===== config.mk =====
export PLATFORM = sky130hd
export DESIGN_NAME = regfile_write_arbiter_flat
export DESIGN_NICKNAME = d
export VERILOG_FILES = /design/src/rtl/regfile_write_arbiter_if.sv /design/src/rtl/regfile_write_arbiter.sv /design/src/flat_wrapper.sv
export SDC_FILE = /design/constraint.sdc
export NUM_CORES = 1
export LEC_CHECK = 0
export ABC_AREA = 1
export CORE_MARGIN = 2
export CORE_UTILIZATION = 42
export CTS_CLUSTER_SIZE = 16
export DETAILED_ROUTE_END_ITERATION = 10
export GPL_ROUTABILITY_DRIVEN = 0
export GPL_TIMING_DRIVEN = 0
export PLACE_DENSITY = 0.79
export SLEW_MARGIN = 40
export SYNTH_ARGS = -nofsm -noshare
export SYNTH_HDL_FRONTEND = slang
export SYNTH_SLANG_ARGS = --single-unit

===== constraint.sdc =====
create_clock -name clk -period 2.2 [get_ports clk]
set_clock_uncertainty 0.05 [all_clocks]
set_input_delay 0.66 -clock clk [delete_from_list [all_inputs] [get_ports clk]]
set_output_delay 0.66 -clock clk [all_outputs]
set_load 0.01 [all_outputs]

===== src/rtl/regfile_write_arbiter_if.sv =====
// Write-port bundle between the three requesters and the register-file write arbiter.
// The master side is the requesters plus clear control; the slave side is the arbiter.
interface regfile_write_arbiter_if #(
    parameter int DATA_W = 8
) ();
    logic              clr_start;
    logic [2:0]        req;
    logic [2:0]        addr0;
    logic [2:0]        addr1;
    logic [2:0]        addr2;
    logic [DATA_W-1:0] data0;
    logic [DATA_W-1:0] data1;
    logic [DATA_W-1:0] data2;
    logic              we;
    logic [2:0]        Addr;
    logic [DATA_W-1:0] wData;
    logic [2:0]        ack;
    logic              busy;
    logic              clr_done;

    modport master (
        output clr_start, req, addr0, addr1, addr2, data0, data1, data2,
        input  we, Addr, wData, ack, busy, clr_done
    );

    modport slave (
        input  clr_start, req, addr0, addr1, addr2, data0, data1, data2,
        output we, Addr, wData, ack, busy, clr_done
    );
endinterface


===== src/rtl/regfile_write_arbiter.sv =====
// Round-robin owner of the register-file write port, with an 8-entry clear sweep.
// Every output is a flop, so grants appear one cycle after the request is sampled.
module regfile_write_arbiter #(
    parameter int DATA_W = 8
) (
    input  logic                   clk,
    input  logic                   rst,
    regfile_write_arbiter_if.slave bus
);
    typedef enum logic [1:0] {S_IDLE, S_CLEAR, S_DONE} state_t;

    state_t            state_q, state_d;
    logic [2:0]        cnt_q, cnt_d;
    logic [1:0]        last_q, last_d;
    logic              we_q, we_d;
    logic [2:0]        addr_q, addr_d;
    logic [DATA_W-1:0] wdata_q, wdata_d;
    logic [2:0]        ack_q, ack_d;
    logic              busy_q, busy_d;
    logic              clr_done_q, clr_done_d;
    logic [2:0]        eligible;
    logic [1:0]        grant;

    // First set bit of elig scanning last+1, last+2, last (mod 3).
    function automatic logic [1:0] rr_pick(input logic [2:0] elig, input logic [1:0] last);
        logic [1:0] pick;
        int         idx;
        pick = 2'd0;
        for (int i = 3; i >= 1; i--) begin
            idx = (int'(last) + i) % 3;
            if (elig[idx]) pick = 2'(idx);
        end
        return pick;
    endfunction

    always_comb begin
        state_d    = state_q;
        cnt_d      = cnt_q;
        last_d     = last_q;
        we_d       = 1'b0;
        addr_d     = addr_q;
        wdata_d    = wdata_q;
        ack_d      = 3'b000;
        busy_d     = 1'b0;
        clr_done_d = 1'b0;
        // A requester acked this cycle is masked so it cannot win twice in a row.
        eligible   = bus.req & ~ack_q;
        grant      = rr_pick(eligible, last_q);

        case (state_q)
            S_IDLE: begin
                if (bus.clr_start) begin
                    state_d = S_CLEAR;
                    we_d    = 1'b1;
                    addr_d  = 3'd0;
                    wdata_d = '0;
                    busy_d  = 1'b1;
                    cnt_d   = 3'd1;
                end else if (eligible != 3'b000) begin
                    we_d   = 1'b1;
                    ack_d  = 3'b001 << grant;
                    last_d = grant;
                    case (grant)
                        2'd0:    begin addr_d = bus.addr0; wdata_d = bus.data0; end
                        2'd1:    begin addr_d = bus.addr1; wdata_d = bus.data1; end
                        default: begin addr_d = bus.addr2; wdata_d = bus.data2; end
                    endcase
                end
            end
            S_CLEAR: begin
                we_d    = 1'b1;
                addr_d  = cnt_q;
                wdata_d = '0;
                busy_d  = 1'b1;
                cnt_d   = cnt_q + 3'd1;
                if (cnt_q == 3'd7) state_d = S_DONE;
            end
            S_DONE: begin
                clr_done_d = 1'b1;
                state_d    = S_IDLE;
            end
            default: state_d = S_IDLE;
        endcase
    end

    always_ff @(posedge clk) begin
        if (rst) begin
            state_q    <= S_IDLE;
            cnt_q      <= 3'd0;
            last_q     <= 2'd2;
            we_q       <= 1'b0;
            addr_q     <= 3'd0;
            wdata_q    <= '0;
            ack_q      <= 3'b000;
            busy_q     <= 1'b0;
            clr_done_q <= 1'b0;
        end else begin
            state_q    <= state_d;
            cnt_q      <= cnt_d;
            last_q     <= last_d;
            we_q       <= we_d;
            addr_q     <= addr_d;
            wdata_q    <= wdata_d;
            ack_q      <= ack_d;
            busy_q     <= busy_d;
            clr_done_q <= clr_done_d;
        end
    end

    assign bus.we       = we_q;
    assign bus.Addr     = addr_q;
    assign bus.wData    = wdata_q;
    assign bus.ack      = ack_q;
    assign bus.busy     = busy_q;
    assign bus.clr_done = clr_done_q;
endmodule


===== src/flat_wrapper.sv =====
// flat-port wrapper written by rule: the top's interface ports become plain ports
module regfile_write_arbiter_flat 
#(
    parameter int DATA_W = 8
)
  (clk, rst, bus_clr_start, bus_req, bus_addr0, bus_addr1, bus_addr2, bus_data0, bus_data1, bus_data2, bus_we, bus_Addr, bus_wData, bus_ack, bus_busy, bus_clr_done);
  regfile_write_arbiter_if #(.DATA_W(DATA_W)) bus_i ();
  input  logic clk;
  input  logic rst;
  input wire logic [$bits(bus_i.clr_start)-1:0] bus_clr_start;
  input wire logic [$bits(bus_i.req)-1:0] bus_req;
  input wire logic [$bits(bus_i.addr0)-1:0] bus_addr0;
  input wire logic [$bits(bus_i.addr1)-1:0] bus_addr1;
  input wire logic [$bits(bus_i.addr2)-1:0] bus_addr2;
  input wire logic [$bits(bus_i.data0)-1:0] bus_data0;
  input wire logic [$bits(bus_i.data1)-1:0] bus_data1;
  input wire logic [$bits(bus_i.data2)-1:0] bus_data2;
  output wire logic [$bits(bus_i.we)-1:0] bus_we;
  output wire logic [$bits(bus_i.Addr)-1:0] bus_Addr;
  output wire logic [$bits(bus_i.wData)-1:0] bus_wData;
  output wire logic [$bits(bus_i.ack)-1:0] bus_ack;
  output wire logic [$bits(bus_i.busy)-1:0] bus_busy;
  output wire logic [$bits(bus_i.clr_done)-1:0] bus_clr_done;
  assign bus_i.clr_start = bus_clr_start;
  assign bus_i.req = bus_req;
  assign bus_i.addr0 = bus_addr0;
  assign bus_i.addr1 = bus_addr1;
  assign bus_i.addr2 = bus_addr2;
  assign bus_i.data0 = bus_data0;
  assign bus_i.data1 = bus_data1;
  assign bus_i.data2 = bus_data2;
  assign bus_we = bus_i.we;
  assign bus_Addr = bus_i.Addr;
  assign bus_wData = bus_i.wData;
  assign bus_ack = bus_i.ack;
  assign bus_busy = bus_i.busy;
  assign bus_clr_done = bus_i.clr_done;
  regfile_write_arbiter #(.DATA_W(DATA_W)) u_core (.clk(clk), .rst(rst), .bus(bus_i));
endmodule

==> metrics.md, run 1 <==
| Metric | Value |
|---|---|
| Setup-failing EPs final | `0` |
| R2R cell count | `14` |
| Cell count after placement | `between 200 and 300` |
| Hold depth | `2` |
| CORE AREA | `just over 3000 µm²` |
| Initial core utilization | `44.3%` |
| Worst-Margin Slew | `496 ps` |
| I/O Pins | `56` |
| RR Endpoint | `u_core.bus.wData[6]` |
| Outcome | `complete, no violations` |
| Slew HR | `66.6%` |
| Global-route wire length before repair | `roughly 5600 µm` |
| Layout area overhead | `49.3%` |
| Setup WS post-layout | `between 100 and 150 ps` |
| Largest net degree at the start of global routing | `15` |
| Commonest cells after routing, fill and taps aside | `nand2_1, clkdlybuf4s50_1, nand3_1, dfxtp_1, inv_1` |
| Final hold slack | `approximately 430 ps` |
| F_max | `about 0.49 GHz` |
| Seq/Total Area, Yosys | `between 30% and 40%` |
| Maximum vdd ir drop | `roughly 440 µV` |
| CTS tree | `yes` |
| Setup TNS | `0 ps` |
| Footprint of the multi-input gates | `between 700 and 800 µm²` |
| Clock sink count | `24` |
| Synthesized area | `1350 µm²` |
| Slowest stage delay, CP | `470 ps` |
| Hold Crit Class | `reg -> reg` |
| Avg WL per Cell | `between 10 and 15 µm` |
| Synth Net Count | `between 200 and 250` |
| I/O Buffers | `54` |
| Initial antenna violation count | `0` |
| Final #Nets | `305` |
| Final ANT Viol Nets | `0` |
| Total Routing Usage GR | `~20%` |
| Setup crit start | `bus_req[2]` |
| Final Hold Fails | `0` |
| Clk slew on worst S/H paths | `between 100 and 150 ps` |
| Share of layout cells above drive strength 1 | `about 11%` |
| Cell variety after synth | `25` |
| Number of iterations in the first detailed-routing pass | `4` |
| FF+latch count, synth | `24` |
| Max Root-Sink Buffers | `2` |
| Clock latency at the later pin of the worst-skew pair | `between 300 and 400 ps` |
| Hold Startpoint | `u_core.bus.wData[6]` |
| Vias in the first global route | `approximately 1400` |
| Leakage | `a little over 0.9 nW` |
| Crit path max-delay cell type | `clkdlybuf4s50_1` |
| Reg2reg start | `u_core.last_q[0]` |
| Hold EP | `u_core.bus.wData[6]` |
| Fin crit period | `slightly above 2000 ps` |
| Ys Warns | `0` |
| Detailed Route WL | `around 3300 µm` |
| Reg area | `between 400 and 500 µm²` |
| Critical Path Most Common Cell | `nand2_1` |
| H-tree depth | `1` |
| Synth area leader | `dfxtp_1` |
| Reg2reg setup slack | `between 200 and 250 ps` |
| Max-Cap Viols | `0` |
| Detailed-route via count | `~1400` |
| Arrival time at the worst endpoint | `2210 ps` |
| Crit. End Element | `flop` |
| Fillers | `approximately 290` |
| Final Cycle Share | `between 90% and 100%` |
| Initial DRC Count | `50` |
| Drt via density | `roughly 4.7` |
| Most common cell after layout, fill and taps aside | `nand2_1` |
| Final Non-Filler Cells | `a little over 300` |
| Slew Limit Fails | `0` |
| Place WS | `-206 ps` |
| Die Y | `a little over 60 µm` |
| Die X | `just over 60 µm` |
| Final global-route overflow total | `0` |
| CP Launch Type | `primary input` |
| CTS root buffer | `clkbuf_4` |
| TritonCTS Buffers | `3` |
| DIE AREA | `~3700 µm²` |
| Worst Path Max Fanout | `6` |
| ANT cells | `0` |
| Top cell type's share of synthesized area | `35.5%` |
| # DRC | `0` |
| CP Class | `in -> reg` |
| Syn avg cell area | `6.73 µm²` |
| Syn Inst Count | `201` |
| Critical Path, Cell by Cell | `clkdlybuf4s50_1 -> nand2_1 -> o21ai_1 -> nand2_1 -> nand3_2 -> nand2_4 -> nand2_4 -> inv_2 -> nand2_1 -> nand3_1 -> nand2_1 -> nand2_1` |
| # rows | `20` |
| Req. time, crit path | `~2400 ps` |
| Top cells by area, synth | `dfxtp_1, nand2_1, nand3_1` |
| DP HPWL | `~2700 µm` |
| Pwr dens | `between 600 and 700 nW/µm²` |
[flip-flops by register name (all words and copies together), names as in the netlist]
name,count
u_core.bus.wData,8
u_core.bus.ack,3
u_core.bus.clr_done,1
u_core.bus.busy,1
u_core.bus.Addr,3
u_core.bus.we,1
u_core.cnt_q,3
u_core.state_q,2
u_core.last_q,2
[worst max-delay path, delay by kind of cell]
kind	cells	cell delay, ps
simple gates	9	820
buf+inv	2	530
compound gates	1	210
[area by class of cell]
type	count	share of cell area, %
buffer	4	1.24
clock inverter	1	1.49
inverter	27	5.14
clock buffer	3	1.12
sequential	24	23.9
tap	44	2.73
multi-input combinational	146	37.3
timing repair buffer	55	27.1
[repair_timing]
action | CTS | global route
hold endpoints to repair | 0 | 0
gates resized for setup | 0 | 3
hold buffers | 0 | 0
endpoints found under the setup margin | 0 | 5
setup buffers | 0 | 1
[kinds of logic (layout without fill, tap and decap cells)]
| group | after synthesis | in the layout | share of synthesized area (%) |
|---|---|---|---|
| compound gates | 21 | 21 | 9.71 |
| simple gates | 120 | 120 | 40.6 |
| fa+ha+maj | 5 | 5 | 4.63 |
| buf+inv | 31 | 90 | 9.53 |
| flops | 24 | 24 | 35.5 |
[routing by layer]
layer,track usage [%],part of all wire (%),vias to the layer above
met5,0,0,-
met4,3.11,0.82,0
met3,5.12,4.7,2
met2,36.6,49,44
met1,23.4,46,637
li1,-,-,760
[Yosys cell counts]
cell type / n
buf_2: 2
inv_4: 1
inv_2: 5
nand4_1: 1
nand3_1: 27
dfxtp_1: 24
o31ai_4: 1
nand3_2: 3
nor3_1: 3
o31ai_1: 1
nand2_2: 3
nor2_4: 1
a22oi_1: 1
nor2_1: 18
o21ai_1: 4
nand2_1: 60
o21ai_0: 5
a21oi_1: 7
ha_1: 5
buf_6: 1
a211oi_1: 2
nand2_4: 3
clkbuf_1: 1
inv_1: 21
nor2_2: 1
[how the worst max path moves through the flow]
stage | to | slack, ps | depth (start not counted)
after floorplan | u_core.bus.wData[6] | 450 | 14
after global placement | u_core.bus.wData[0] | -180 | 14
after detailed placement | u_core.bus.wData[0] | -210 | 14
after CTS | u_core.bus.wData[0] | 130 | 14
after global routing | u_core.bus.wData[1] | -2 | 12
final | u_core.bus.wData[0] | 150 | 12
[report_power, final]
part	internal, W	total, W	switching, W
registers	0.000474	0.000496	0.0000215
logic	0.000235	0.000540	0.000305
clock network	0.000184	0.000312	0.000127
total	0.000894	0.00135	0.000454
[through the flow]
step | area (µm²) | util [%] | total power [W]
final | 2020 | 66.1 | 0.00135
after global routing | 2020 | 66.1 | 0.00145
after CTS | 2000 | 65.5 | 0.00135
after detailed placement | 1950 | 63.8 | 0.00104
after global placement | 1950 | 63.8 | 0.00103
after floorplan | 1350 | - | 0.000833
Power figures use the tool's default switching activity.
==> run 2, diff against run 1 <==
clock period = 2.3 ns   (was 2.2 ns; I/O delays follow)
==> run 2 against run 1 <==
- clock power down 5%
- final cell count fell by 0.33%
- largest cell class unchanged
- register-to-register slack better by 80 ps
- via count unchanged
- non-clock buffer count is 1 lower
- routed wire length is 0.27% lower
- first-iteration DRC count increased by 18%
- combinational power down 6.1%
- cell area is 0.93% lower
- core utilization down 0.61 points
- total power fell by 5.2%
- clock-buffer cell count is the same
==> metrics.md, run 2 (synthesis gave the netlist of run 1 again) <==
| Metric | Value |
|---|---|
| Outcome | `complete, no violations` |
| Slowest stage delay, CP | `between 400 and 500 ps` |
| Commonest cells after routing, fill and taps aside | `nand2_1, clkdlybuf4s50_1, nand3_1, dfxtp_1, inv_1` |
| Clock sink count | `24` |
| ANT cells | `0` |
| Hold Startpoint | `u_core.bus.wData[6]` |
| CP delay by family, top | `simple AND/OR/NAND/NOR gates` |
| Slew HR | `between 60% and 70%` |
| Detailed-route via count | `around 1400` |
| R2R cell count | `14` |
| Worst-Margin Slew | `495 ps` |
| Crit. End Element | `flop` |
| Maximum vdd ir drop | `about 420 µV` |
| Total Routing Usage GR | `approximately a fifth` |
| # rows | `20` |
| Routed wl met2 | `roughly 1600 µm` |
| Final global-route overflow total | `0` |
| Final ANT Viol Nets | `0` |
| Setup crit start | `bus_req[2]` |
| CORE AREA | `slightly above 3000 µm²` |
| F_max | `0.475 GHz` |
| Pwr dens | `approximately 640 nW/µm²` |
| Largest net degree at the start of global routing | `15` |
| Max Root-Sink Buffers | `2` |
| CP Class | `in -> reg` |
| Cell count after placement | `roughly 300` |
| Post CTS Setup Buffer Count | `0` |
| Final #Nets | `304` |
| Hold EP | `u_core.bus.wData[6]` |
| Largest register FFs | `8` |
| DIE AREA | `~3700 µm²` |
| CTS root buffer | `clkbuf_4` |
| Slew Limit Fails | `0` |
| Clk slew on worst S/H paths | `about 120 ps` |
| Hold Crit Class | `reg -> reg` |
| TritonCTS Buffers | `3` |
| Area of placed instances | `roughly 2000 µm²` |
| DP HPWL | `around 2700 µm` |
| Req. time, crit path | `2460 ps` |
| CP bufs+invs | `2` |
| Critical Path, Cell by Cell | `clkdlybuf4s50_1 -> nand2_1 -> o21ai_1 -> nand3_1 -> nand2_4 -> inv_2 -> nand2_1 -> o21ai_1 -> o21ai_1 -> nand2_1` |
| Initial DRC Count | `between 50 and 60` |
| Die Y | `approximately 61 µm` |
| Hold depth | `2` |
| Initial antenna violation count | `0` |
| RR Endpoint | `u_core.bus.wData[6]` |
| Drt via density | `between 4 and 5` |
| Final hold slack | `430 ps` |
| Vias in the first global route | `1366` |
| Worst Path Max Fanout | `8` |
| Number of iterations in the first detailed-routing pass | `4` |
| Global-route wire length before repair | `~5600 µm` |
| Setup repair after global routing missed its margin | `false` |
| Tot Pwr | `0.00128 W` |
| Setup-failing EPs final | `0` |
| Routed met3 length | `165 µm` |
| Final Hold Fails | `0` |
| # DRC | `0` |
| Final Non-Filler Cells | `303` |
| Final Cycle Share | `~91%` |
| I/O Pins | `56` |
| Leakage | `just over 0.9 nW` |
| Post-CTS Hold Buffers | `0` |
| Reg2reg setup slack | `between 200 and 300 ps` |
| Number of gates resized after CTS | `0` |
| Avg WL per Cell | `around 11 µm` |
| CTS tree | `yes` |
| Reg2reg start | `u_core.last_q[0]` |
| I/O Buffers | `54` |
| Routed metal-1 wirelength | `1480 µm` |
| DR top layer | `met4` |
| Final Cell Area | `2000 µm²` |
| Clock latency at the later pin of the worst-skew pair | `just over 300 ps` |
| Die X | `60.8 µm` |
| Share of layout cells above drive strength 1 | `9.65%` |
| CP Launch Type | `primary input` |
| Crit path max-delay cell type | `clkdlybuf4s50_1` |
| Max-Cap Viols | `0` |
| H-tree depth | `1` |
| Arrival time at the worst endpoint | `2260 ps` |
| Fin crit period | `roughly 2100 ps` |
| Most common cell after layout, fill and taps aside | `nand2_1` |
| Detailed Route WL | `roughly 3300 µm` |
| Initial core utilization | `between 40% and 50%` |
| Layout area overhead | `47.9%` |
| Util after Layout | `about two thirds` |
-- run 2: cell count changes in the layout (fill, tap and decap cells not counted) --
cell     previous run  this run
nor3_1              2         3
nand3_1            26        27
nor3_2              1         0
buf_4               1         0
dfxtp_2             1         0
nand3_2             4         3
dfxtp_1            23        24
-- run 2: how the worst max path moves through the flow --
stage / to / depth (start not counted)
after floorplan: u_core.bus.wData[6] / 14
after global placement: u_core.bus.wData[0] / 14
after detailed placement: u_core.bus.wData[0] / 14
after CTS: u_core.bus.wData[0] / 14
after global routing: u_core.bus.wData[1] / 14
final: u_core.bus.wData[6] / 10
-- run 2: metrics by stage --
step	setup WS, ps	setup TNS [ps]
finish	196	0
global route	21.2	0
CTS	201	0
detailed placement	-136	-961
global placement	-106	-611
floorplan	549	0
-- run 2: cell type report --
| cell class | instances | area [µm²] |
|---|---|---|
| inverters | 27 | 104 |
| clock buffers | 3 | 22.5 |
| fillers | 286 | 1050 |
| flip-flops and latches | 24 | 480 |
| repair buffers | 54 | 541 |
| well taps | 44 | 55.1 |
| plain buffers | 4 | 25.0 |
| multi-input cells | 146 | 743 |
| clock inverters | 1 | 30.0 |
-- run 2: power breakdown --
group	internal (W)	leakage, nW	switching, W
logic	0.000218	0.687	0.000289
clock network	0.000176	0.0279	0.000121
registers	0.000453	0.197	0.0000205
total	0.000848	0.911	0.000430
-- run 2: per-layer routing --
layer	vias to the layer above	global-route usage, %
met1	634	23.4
met4	0	3.11
met5	-	0
met3	2	5.12
met2	48	36.6
li1	759	-
-- run 2: worst min-delay path: stages, from the launching register on --
cell     delay, ps
dfxtp_1        330
nand3_1         70
nand2_1         50
